$ cat src/rtl/nonce_search_ctrl.sv
// Nonce search controller: walks an inclusive nonce range one candidate per cycle,
// checks the external combinational hash against a difficulty target, reports the first hit.
module nonce_search_ctrl (
  input  logic        clk,
  input  logic        reset,
  input  logic        start,
  input  logic        stop,
  input  logic [95:0] bloque_bytes,
  input  logic [31:0] nonce_start,
  input  logic [31:0] nonce_limit,
  input  logic [7:0]  target,
  input  logic [23:0] hash_in,
  output logic [95:0] bloque_out,
  output logic [31:0] nonce_out,
  output logic        busy,
  output logic        done,
  output logic        found,
  output logic [31:0] nonce_found,
  output logic [23:0] hash_found,
  output logic [31:0] attempts
);

  typedef enum logic [1:0] {
    IDLE      = 2'd0,
    SEARCH    = 2'd1,
    FOUND     = 2'd2,
    EXHAUSTED = 2'd3
  } state_t;

  state_t      state_q;
  logic [95:0] bloque_q;
  logic [31:0] nonce_q;
  logic [31:0] limit_q;
  logic [7:0]  target_q;
  logic        busy_q;
  logic        done_q;
  logic        found_q;
  logic [31:0] nonce_found_q;
  logic [23:0] hash_found_q;
  logic [31:0] attempts_q;

  logic        hash_valid_d;
  logic        at_limit_d;
  logic [31:0] attempts_d;

  assign hash_valid_d = (hash_in[23:16] == 8'h00) && (hash_in[15:8] < target_q);
  assign at_limit_d   = (nonce_q == limit_q);
  assign attempts_d   = attempts_q + 32'd1;

  // Search FSM; every output is a register written here.
  always_ff @(posedge clk) begin
    if (!reset) begin
      state_q       <= IDLE;
      bloque_q      <= 96'd0;
      nonce_q       <= 32'd0;
      limit_q       <= 32'd0;
      target_q      <= 8'd0;
      busy_q        <= 1'b0;
      done_q        <= 1'b0;
      found_q       <= 1'b0;
      nonce_found_q <= 32'd0;
      hash_found_q  <= 24'd0;
      attempts_q    <= 32'd0;
    end else begin
      case (state_q)
        SEARCH: begin
          // Abort outranks a same-cycle hit or limit; counters and results are kept.
          if (stop) begin
            state_q <= IDLE;
            busy_q  <= 1'b0;
            done_q  <= 1'b0;
            found_q <= 1'b0;
          end else if (hash_valid_d) begin
            state_q       <= FOUND;
            nonce_found_q <= nonce_q;
            hash_found_q  <= hash_in;
            attempts_q    <= attempts_d;
            busy_q        <= 1'b0;
            done_q        <= 1'b1;
            found_q       <= 1'b1;
          end else if (at_limit_d) begin
            state_q    <= EXHAUSTED;
            attempts_q <= attempts_d;
            busy_q     <= 1'b0;
            done_q     <= 1'b1;
            found_q    <= 1'b0;
          end else begin
            nonce_q    <= nonce_q + 32'd1;
            attempts_q <= attempts_d;
          end
        end
        IDLE, FOUND, EXHAUSTED: begin
          if (start) begin
            bloque_q      <= bloque_bytes;
            target_q      <= target;
            limit_q       <= nonce_limit;
            nonce_q       <= nonce_start;
            attempts_q    <= 32'd0;
            found_q       <= 1'b0;
            nonce_found_q <= 32'd0;
            hash_found_q  <= 24'd0;
            // An empty range finishes immediately without evaluating anything.
            if (nonce_start > nonce_limit) begin
              state_q <= EXHAUSTED;
              busy_q  <= 1'b0;
              done_q  <= 1'b1;
            end else begin
              state_q <= SEARCH;
              busy_q  <= 1'b1;
              done_q  <= 1'b0;
            end
          end else begin
            state_q <= state_q;
          end
        end
        default: begin
          state_q <= IDLE;
          busy_q  <= 1'b0;
          done_q  <= 1'b0;
          found_q <= 1'b0;
        end
      endcase
    end
  end

  assign bloque_out  = bloque_q;
  assign nonce_out   = nonce_q;
  assign busy        = busy_q;
  assign done        = done_q;
  assign found       = found_q;
  assign nonce_found = nonce_found_q;
  assign hash_found  = hash_found_q;
  assign attempts    = attempts_q;

endmodule

$ cat config.mk
export PLATFORM = sky130hd
export DESIGN_NAME = nonce_search_ctrl
export DESIGN_NICKNAME = d
export VERILOG_FILES = /design/src/rtl/nonce_search_ctrl.sv
export SDC_FILE = /design/constraint.sdc
export NUM_CORES = 1
export LEC_CHECK = 0
export CORE_MARGIN = 3
export CORE_UTILIZATION = 47
export CTS_CLUSTER_SIZE = 30
export DETAILED_ROUTE_END_ITERATION = 12
export GPL_ROUTABILITY_DRIVEN = 0
export GPL_TIMING_DRIVEN = 0
export HOLD_SLACK_MARGIN = 0.12
export PLACE_DENSITY = 0.81
export REMOVE_ABC_BUFFERS = 1
export SLEW_MARGIN = 20
export SYNTH_ARGS = -nofsm -noshare
export SYNTH_HDL_FRONTEND = slang
export SYNTH_SLANG_ARGS = --single-unit
$ cat constraint.sdc
create_clock -name clk -period 4.1 [get_ports clk]
set_clock_uncertainty 0.2 [all_clocks]
set_input_delay 0.82 -clock clk [delete_from_list [all_inputs] [get_ports clk]]
set_output_delay 0.82 -clock clk [all_outputs]
set_load 0.03 [all_outputs]
==> qor.yml, run 1 <==
cts:
  cts_tree: "built"
  cts_root_buffer: "clkbuf_16"
  postCtsSetupRepairBufs: 0
  holdBufCountCts: 0
  cts_resized: 0
  numCtsBuffers: 29
  clkTransAtPathRegs_ns: 0.06
  clock_latency_ns: 0.55
  cts_htree_levels: 1
  cts_max_path_buffers: 3
  cts_sinks: 260
status:
  status: "finished, final reports clean"
pwr:
  swShare_pct: 27.6
  p_leak_nw: 6.13
  vdd_drop_max_mv: 0.306
  p_seq_share_pct: 42.2
  power.switching_mw: 1.82
  powerDensity_nw_per_um2: 390
  p_int_mw: 4.75
  p_comb_share_pct: 17.8
  clockPowerShare_pct: 40.1
critical_path:
  cp-start-kind: "primary input"
  rrSetupSlack_ns: 0.57
  rr_worst_depth: 5
  r2r_start: "state_q[1]"
  cp.required_ns: 4.38
  r2r_end: "nonce_out[16]"
  setup.worst_path.class: "in2reg"
  worstPathArrival_ns: 4.22
  crit_path_max_fanout: 25
  crit_path_end_kind: "flip-flop"
global_routing:
  grt-ovfl-total: 0
  antenna_found_initial: 5
  grt_pass1_wl_um: 59500
  grt_pass1_vias: 11500
  grt_usage_pct: 27.9
  grt_max_degree: 129
sta:
  post-route-min-period_ns: 3.94
  maxSlewViolCount: 0
  finalWorstSetupSlack_ns: 0.159
  worstMarginPinSlew_ns: 1.09
  finalSetupViolCount: 0
  timing.final.crit_share_pct: 96.1
  hold_viol_final: 0
  rsz0062_at_grt: "no"
  relSlewSlack_pct: 27.3
  fmax_ghz: 0.254
synth:
  yosysTopAreaCell: "dfxtp_1"
  yosysMostFrequentCell: "nand2_1"
  avgSynthCellArea_um2: 7.81
  synth-edff-count: 0
  synth-seq-area-share_pct: 45.4
  synth_warnings: 0
  ys.flop_type: "dfxtp_1"
  synth_area_um2: 11500
  synth_common_cells: "nand2_1 (380), dfxtp_1 (260), a21oi_1 (224), clkbuf_1 (79), nand3_1 (78)"
  ys_async_sr_fraction_pct: 0
  yosys.cell_types.count: 58
  yosys-top-cells-area: "dfxtp_1 (45%), nand2_1 (12%), a21oi_1 (9.8%)"
  synthCells: 1467
  synth_seq_cells: 260
  netlist.area_leader.share_pct: 45.4
placement:
  dp.cells: 2104
  post-place-ws_ns: -0.369
  place.detailed.hpwl_um: 27100
  placement.cell_area_um2: 15800
  io_buffers: 414
detailed_routing:
  drc: 0
  drt_iter0_drc: 805
  wl_per_cell_um: 17.8
  wl_um: 38400
  drtAntennaViolNets: 0
  num_vias: 11800
  viasPerCell: 5.46
  first_pass_iters: 5
floorplanning:
  boundaryPins: 415
  row_count: 56
  die_h_um: 162
  fp.coreArea_um2: 23800
  die_area_um2: 26300
  die-width_um: 162
  start_util_pct: 48.3
finish:
  nets: 2053
  final_util_pct: 70.8
  fin_cells: 2162
  syn_to_final_growth_pct: 46.8
  fill_cells: 1855
  drive_gt1_share_pct: 4.13
  fin_area_um2: 16800
run:
  drv_cap: 0
min_path:
  min_to: "bloque_out[35]"
  hold_start: "bloque_out[35]"
  worstHoldPathCells: 2
  min_path_type: "reg2reg"
-- cell families (layout without fill, tap and decap cells) --
| logic type | count (synthesis) | after routing | synth area share [%] |
|---|---|---|---|
| XOR/XNOR | 49 | 49 | 3.74 |
| multiplexers | 3 | 3 | 0.295 |
| AND/OR/NAND/NOR | 629 | 629 | 24.2 |
| AO/OA/AOI/OAI | 335 | 335 | 16.8 |
| other | 0 | 5 | 0 |
| buffers and inverters | 150 | 521 | 5.08 |
| adder cells (fa/ha/maj) | 41 | 41 | 4.47 |
| flip-flops | 260 | 260 | 45.4 |
-- state kept, by name, indices dropped and copies added, names as in the netlist --
signal       flops
hash_found      24
nonce_found     32
limit_q         32
bloque_out      96
busy             1
nonce_out       32
attempts        32
target_q         8
state_q          2
found            1
-- worst max-delay path: stages --
cell	delay, ns
clkdlybuf4s50_1	0.45
ha_1	0.33
a211oi_1	0.24
o211ai_1	0.14
nor4_2	0.56
a22oi_2	0.30
and2_1	0.59
nor2_1	0.56
o22a_1	0.23
-- metrics by stage --
step | hold slack [ns] | TNS (ns) | power, mW
finish | 0.250 | 0 | 6.57
global route | 0.268 | 0 | 6.81
CTS | 0.254 | 0 | 6.61
detailed placement | 0.246 | -3.87 | 3.98
global placement | 0.239 | -1257.87 | 3.99
floorplan | 0.232 | -432.62 | 3.41
-- worst max path at each step --
stage,slack (ns),start,to
2_1_floorplan,-2.97,state_q[1],nonce_out[30]
3_3_place_gp,-7.62,start,nonce_out[30]
3_5_place_dp,-0.37,hash_in[15],nonce_out[16]
4_1_cts,0.16,hash_in[15],nonce_out[16]
5_1_grt,0.004,hash_in[15],nonce_out[16]
6_report,0.16,hash_in[15],nonce_out[16]
-- power groups by stage --
| stage | combinational [mW] | clock (mW) | sequential (mW) |
|---|---|---|---|
| floorplan | 0.435 | 0 | 2.98 |
| global placement | 1.18 | 0 | 2.82 |
| detailed placement | 1.16 | 0 | 2.82 |
| CTS | 1.17 | 2.67 | 2.77 |
| global route | 1.26 | 2.77 | 2.79 |
| finish | 1.17 | 2.63 | 2.77 |
-- layout make-up --
type	count	area, um2	share of cell area (%)
Timing Repair Buffer	422	4330	25.8
Sequential cell	260	5200	30.9
Antenna cell	5	12.5	0.0744
Tap cell	319	399	2.37
Multi-Input combinational cell	1057	5710	34.0
Inverter	46	180	1.07
Clock buffer	42	865	5.14
Clock inverter	11	115	0.684
-- per-layer routing --
metal  track usage, %  wire (um)
met1             33.3      15100
met2             48.7      18900
met3             6.30       2880
met4             11.0       1530
met5                0          0
-- placed cells by master, fill, tap and decap left out, types with 12 or more instances in the layout --
cell type	n
dfxtp_1	260
clkdlybuf4s50_1	414
inv_1	45
or3_1	12
nor3_1	14
nand3_1	77
nand2_1	379
clkbuf_16	29
nor2_1	55
xnor2_1	38
o21ai_0	27
and3_1	20
a21oi_1	223
ha_1	41
nand4_1	26
No activity file was read; power rests on OpenSTA's default activity.
==> run 2: changes to the inputs <==
--- a/config.mk
+++ b/config.mk
@@ -14,7 +14,6 @@
 export HOLD_SLACK_MARGIN = 0.12
 export PLACE_DENSITY = 0.81
 export REMOVE_ABC_BUFFERS = 1
-export SLEW_MARGIN = 20
 export SYNTH_ARGS = -nofsm -noshare
 export SYNTH_HDL_FRONTEND = slang
 export SYNTH_SLANG_ARGS = --single-unit
==> qor.yml, run 2 (synthesized netlist as in run 1, its figures left out) <==
finish:
  fin_area_um2: 16700  # -0.44%
  drive_gt1_share_pct: 3.93  # -0.21 points
  nets: 2053  # unchanged
  syn_to_final_growth_pct: 46.1
  largest_reg_flops: 96  # unchanged
  layout_commonest_cell: "clkdlybuf4s50_1"
  most-common-layout-cells: "clkdlybuf4s50_1 (414), nand2_1 (379), dfxtp_1 (260)"
global_routing:
  top_usage_layer: "met2"
  grtUsageMet2_pct: 47.9  # -0.82 points
  antenna_found_initial: 4  # -1
  met3_usage_pct: 6.58  # +0.28 points
  grt_pass1_vias: 11400  # -0.98%
  grt-ovfl-total: 0  # unchanged
  grt_max_degree: 129  # unchanged
  grt_use_met1_pct: 33.4  # +0.10 points
  grt_pass1_wl_um: 59300  # -0.32%
  grt_usage_pct: 27.7  # -0.17 points
floorplanning:
  fp.coreArea_um2: 23800  # unchanged
  die_h_um: 162  # unchanged
  boundaryPins: 415  # unchanged
  row_count: 56  # unchanged
  start_util_pct: 48.3  # unchanged
  die_area_um2: 26300  # unchanged
  die-width_um: 162  # unchanged
sta:
  post-route-min-period_ns: 3.89  # -0.0562 ns
  finalWorstSetupSlack_ns: 0.215  # +0.0562 ns
  worstMarginPinSlew_ns: 1.23  # +0.144 ns
  whs_ns: 0.252  # +0.00183 ns
  relSlewSlack_pct: 17.7  # -9.6 points
  fmax_ghz: 0.257  # +1.4%
  rsz0062_at_grt: "no"
  finalSetupViolCount: 0  # unchanged
  maxSlewViolCount: 0  # unchanged
  hold_viol_final: 0  # unchanged
  timing.final.crit_share_pct: 94.8  # -1.4 points
critical_path:
  setup.worst_path.class: "in2reg"
  cp-start-kind: "primary input"
  cp_top_family: "simple AND/OR/NAND/NOR gates"
  critical_path_buf_inv_count: 1  # unchanged
  max_stage_delay_ns: 0.59  # about the same
  crit_path_max_fanout: 25  # unchanged
  crit_path_end_kind: "flip-flop"
  cp_slowest_cell: "and2_1"
  cp.required_ns: 4.37  # about the same
  crit_chain: "clkdlybuf4s50_1 -> ha_1 -> a211oi_1 -> o211ai_1 -> nor4_2 -> a22oi_2 -> and2_1 -> nor2_1 -> o22a_1"
  worstPathArrival_ns: 4.15  # -0.07 ns
placement:
  place.detailed.hpwl_um: 27400  # +0.89%
  placement.cell_area_um2: 15800  # unchanged
  io_buffers: 414  # unchanged
  post-place-ws_ns: -0.470  # -0.101 ns
cts:
  cts_sinks: 260  # unchanged
  cts_htree_levels: 1  # unchanged
  clkTransAtPathRegs_ns: 0.05  # about the same
  numCtsBuffers: 29  # unchanged
  cts_root_buffer: "clkbuf_16"
  clock_latency_ns: 0.54  # about the same
  cts_max_path_buffers: 3  # unchanged
  holdBufCountCts: 0  # unchanged
  cts_tree: "built"
detailed_routing:
  viasPerCell: 5.45  # -0.18%
  wl_per_cell_um: 17.8  # about the same
  drtAntennaViolNets: 0  # unchanged
  wl_um: 38400  # about the same
  first_pass_iters: 6  # +1
  num_vias: 11800  # -0.32%
  drc: 0  # unchanged
  drt_iter0_drc: 874  # +8.6%
pwr:
  p_leak_nw: 6.10  # -0.58%
  vdd_drop_max_mv: 0.310  # +1.1%
  power.total_mw: 6.40  # -2.5%
  powerDensity_nw_per_um2: 382  # -2.1%
min_path:
  min_path_type: "reg2reg"
status:
  status: "finished, final reports clean"
run:
  drv_cap: 0  # unchanged
run 2: worst min-delay path, cell delays in order (launching register included):
cell and delay (ns):
dfxtp_1 0.30, nand2_1 0.05, a21oi_1 0.05
run 2: area by class of cell:
type,count,area (um2)
Tap cell,319,399
Multi-Input combinational cell,1057,5710
Fill cell,1845,7000
Clock buffer,38,810
Timing Repair Buffer,422,4350
Sequential cell,260,5200
Clock inverter,11,85.1
Antenna cell,6,15.0
Inverter,46,180
run 2: worst paths after layout:
kind	slack (ns)	depth (start not counted)	start	to
hold / removal	0.25	2	bloque_out[22]	bloque_out[22]
hold reg to reg	0.25	2	bloque_out[22]	bloque_out[22]
setup / recovery	0.21	9	hash_in[15]	nonce_out[20]
setup reg to reg	0.61	9	target_q[7]	nonce_out[20]
run 2: timing repair:
item / 4_1_cts / 5_1_grt
resized for setup: 0 / 1
buffers inserted: 0 / 0
endpoints found under the setup margin: 0 / 4
run 2: routing by layer:
layer | wire length [um] | up-vias | part of all wire [%]
li1 | - | 5716 | -
met1 | 15000 | 5441 | 39
met2 | 18600 | 493 | 49
met3 | 3070 | 111 | 8.0
met4 | 1700 | 0 | 4.4
met5 | 0 | - | 0
run 2: through the flow:
stage	std cells	setup TNS [ns]	util, %
final	2159	0	70.5
after CTS	2153	0	70.4
after global placement	2096	-1257.87	65.7
after detailed placement	2104	-4.83	66.7
after floorplan	1363	-432.62	-
after global routing	2157	0	70.5
run 2: report_power, final:
group	switching (mW)	leakage, nW	internal (mW)
Combinational	0.646	3.53	0.521
Clock	1.03	0.444	1.44
Sequential	0.121	2.12	2.65
==> run 3: changes to the inputs <==
--- a/config.mk
+++ b/config.mk
@@ -14,6 +14,8 @@
 export HOLD_SLACK_MARGIN = 0.12
 export PLACE_DENSITY = 0.81
 export REMOVE_ABC_BUFFERS = 1
+export SKIP_CTS_REPAIR_TIMING = 1
 export SYNTH_ARGS = -nofsm -noshare
 export SYNTH_HDL_FRONTEND = slang
 export SYNTH_SLANG_ARGS = --single-unit
+export TNS_END_PERCENT = 5
==> constraint.sdc (replaced) <==
create_clock -name clk -period 4.1 [get_ports clk]
set_clock_uncertainty 0.2 [all_clocks]
set_input_delay 0.82 -clock clk [delete_from_list [all_inputs] [get_ports clk]]
set_output_delay 0.82 -clock clk [all_outputs]
set_load 0.01 [all_outputs]
==> results of run 3 <==
Same layout as run 2 (identical final DEF). Status: finished, final reports clean.
Among the figures that moved: total power 6.40 mW -> 6.26 mW; worst IR drop on VDD 0.310 mV -> 0.307 mV
==> RTL change: new RTL, config.mk and constraints of run 1 <==
Reset style: asynchronous (`reset`), changed in one clocked block.
--- a/src/rtl/nonce_search_ctrl.sv
+++ b/src/rtl/nonce_search_ctrl.sv
@@ -49,5 +49,5 @@
 
   // Search FSM; every output is a register written here.
-  always_ff @(posedge clk) begin
+  always_ff @(posedge clk or negedge reset) begin
     if (!reset) begin
       state_q       <= IDLE;
Check against the original RTL: differs if reset is asserted again (counterexample within 4 cycles, from zero or initial values and one cycle with reset low); with reset held inactive, the same outputs for 4 cycles.
==> RTL change against run 1 <==
Area after synthesis rose by 6.7%; global-route usage rose by 0.066 points; worst setup slack improved by 260 ps; hold slack improved by 21 ps; sequential share of layout area rose by 5.7 points; wire length rose by 5.1%; non-clock buffer count rose by 7; final area rose by 5.6%; sequential cell count did not move; critical path type is now flip-flop to flip-flop.
Power is not compared: it rests on default switching activity, and its combinational part moved more than twofold at a synthesized area within 25%.
==> RTL change: results (changes against run 1) <==
| Metric | Value |
|---|---|
| Run status | completed (unchanged) |
| Worst skew pair latency | 540 ps |
| Clock tree from TritonCTS | built (unchanged) |
| Resized cells post-CTS | 0 (unchanged) |
| DR pass1 iterations | 9 (was 5) |
| First-pass GRT wire length | 63300 µm (was 59500 µm) |
| H-tree levels | 1 (unchanged) |
| Nets | 2002 (was 2053) |
| Root buf cell | clkbuf_16 (unchanged) |
| CTS Buffer Depth | 3 (unchanged) |
| Top cells by area, synth | dfrtp_1, nand2_1, ha_1 (was dfxtp_1, nand2_1, a21oi_1) |
| PortBufs | 414 (unchanged) |
| Post-CTS Setup Bufs | 0 (unchanged) |
| Pin count of the biggest net entering global routing | 96 (was 129) |
| Largest register FFs | 96 (unchanged) |
| Routed WL | 40300 µm (was 38400 µm) |
| Most instantiated cells after synthesis | nand2_1, dfrtp_1, o21ai_0, nand3_1, inv_1 (was nand2_1, dfxtp_1, a21oi_1, clkbuf_1, nand3_1) |
| GRT Total Usage | 0.279 (about the same) |
| Cts bufs inserted | 29 (unchanged) |
| Post-CTS Hold Fix Bufs | 1 (was 0) |
| Relative slew slack | 0.321 (was 0.273) |
| Initial antenna violation count | 2 (was 5) |
| Worst hold path type | flip-flop to flip-flop (unchanged) |
| Sequential-to-total area share from yosys stat | 0.532 (was 0.454) |
| Ys Warns | 0 (unchanged) |
| Synth cell types | 60 (was 58) |
| Detailed Place HPWL | 29600 µm (was 27100 µm) |
| WP data arrival | 3900 ps (was 4220 ps) |
| CP Max Fanout | 74 (was 25) |
| Leak pwr | 8.33 nW |
| Internal Pwr Total | 7.11 mW |
| Worst IR Drop VDD | 0.498 mV |
| Post-DR vias/cell | 5.41 (was 5.46) |
| Synth async-reset ratio | 1.00 (was 0) |
| FILL cells | 1924 (was 1855) |
| Initial DRC count | 1093 (was 805) |
| CTS clock-pin slew for the worst setup and hold paths | 60 ps (about the same) |
| Share of layout cells above drive strength 1 | 0.0443 (was 0.0413) |
RTL change: area by class of cell:
type / instances / share of cell area
Sequential cell: 260 / 0.366
Multi-Input combinational cell: 971 / 0.292
Timing Repair Buffer: 429 / 0.251
Clock buffer: 46 / 0.0495
Tap cell: 330 / 0.0232
Inverter: 74 / 0.0156
Clock inverter: 4 / 0.00253
Antenna cell: 2 / 0.000282
RTL change: kinds of logic after synthesis:
| kind of cell | count (synthesis) | share of synthesized area |
|---|---|---|
| simple gates | 657 | 0.235 |
| flops | 260 | 0.532 |
| compound gates | 221 | 0.105 |
| buf+inv | 148 | 0.0480 |
| xor+xnor | 45 | 0.0322 |
| fa+ha+maj | 41 | 0.0419 |
| mux | 7 | 0.00573 |
RTL change: worst max-delay path: stages (launching register included):
cell and delay [ps]:
dfrtp_1 440, nand2b_2 530, nand2_4 600, buf_16 330, buf_12 260, o21a_1 520
buf_8 250, nor2_1 60, o2bb2a_1 290
RTL change: metrics by stage:
step	instance area (µm²)	instances	utilization	hold WS, ps	setup slack [ps]
after detailed placement	16800	2062	0.662	261	-226
after global routing	17800	2116	0.700	294	239
after global placement	16500	2049	0.649	257	-10330
final	17800	2116	0.700	271	421
after CTS	17800	2113	0.699	276	167
after floorplan	11900	1305	-	247	-4110
RTL change: worst paths after layout:
check,endpoint,cells after the start,startpoint,slack [ps]
max,nonce_out[25],8,state_q[1],420
min,bloque_out[74],2,bloque_out[74],270
min in group asynchronous,hash_found[22],2,reset,680
max in group asynchronous,bloque_out[27],3,reset,2120
max reg2reg,nonce_out[25],8,state_q[1],420
min reg2reg,bloque_out[74],2,bloque_out[74],270
RTL change: power by group through the flow:
stage                     combinational, mW  sequential, mW  clock (mW)
after floorplan                        1.89            5.32           0
after detailed placement               5.58            4.15           0
after global placement                 5.52            4.11           0
after global routing                   6.02            4.25        2.68
final                                  5.63            4.13        2.54
after CTS                              5.63            4.12        2.57
RTL change: layer usage:
layer | vias to the layer above | wire (µm) | GRT usage
met1 | 5467 | 16300 | 0.373
met3 | 116 | 3060 | 0.0498
met4 | 0 | 1890 | 0.108
met5 | - | 0 | 0
met2 | 478 | 19100 | 0.457
li1 | 5385 | - | -
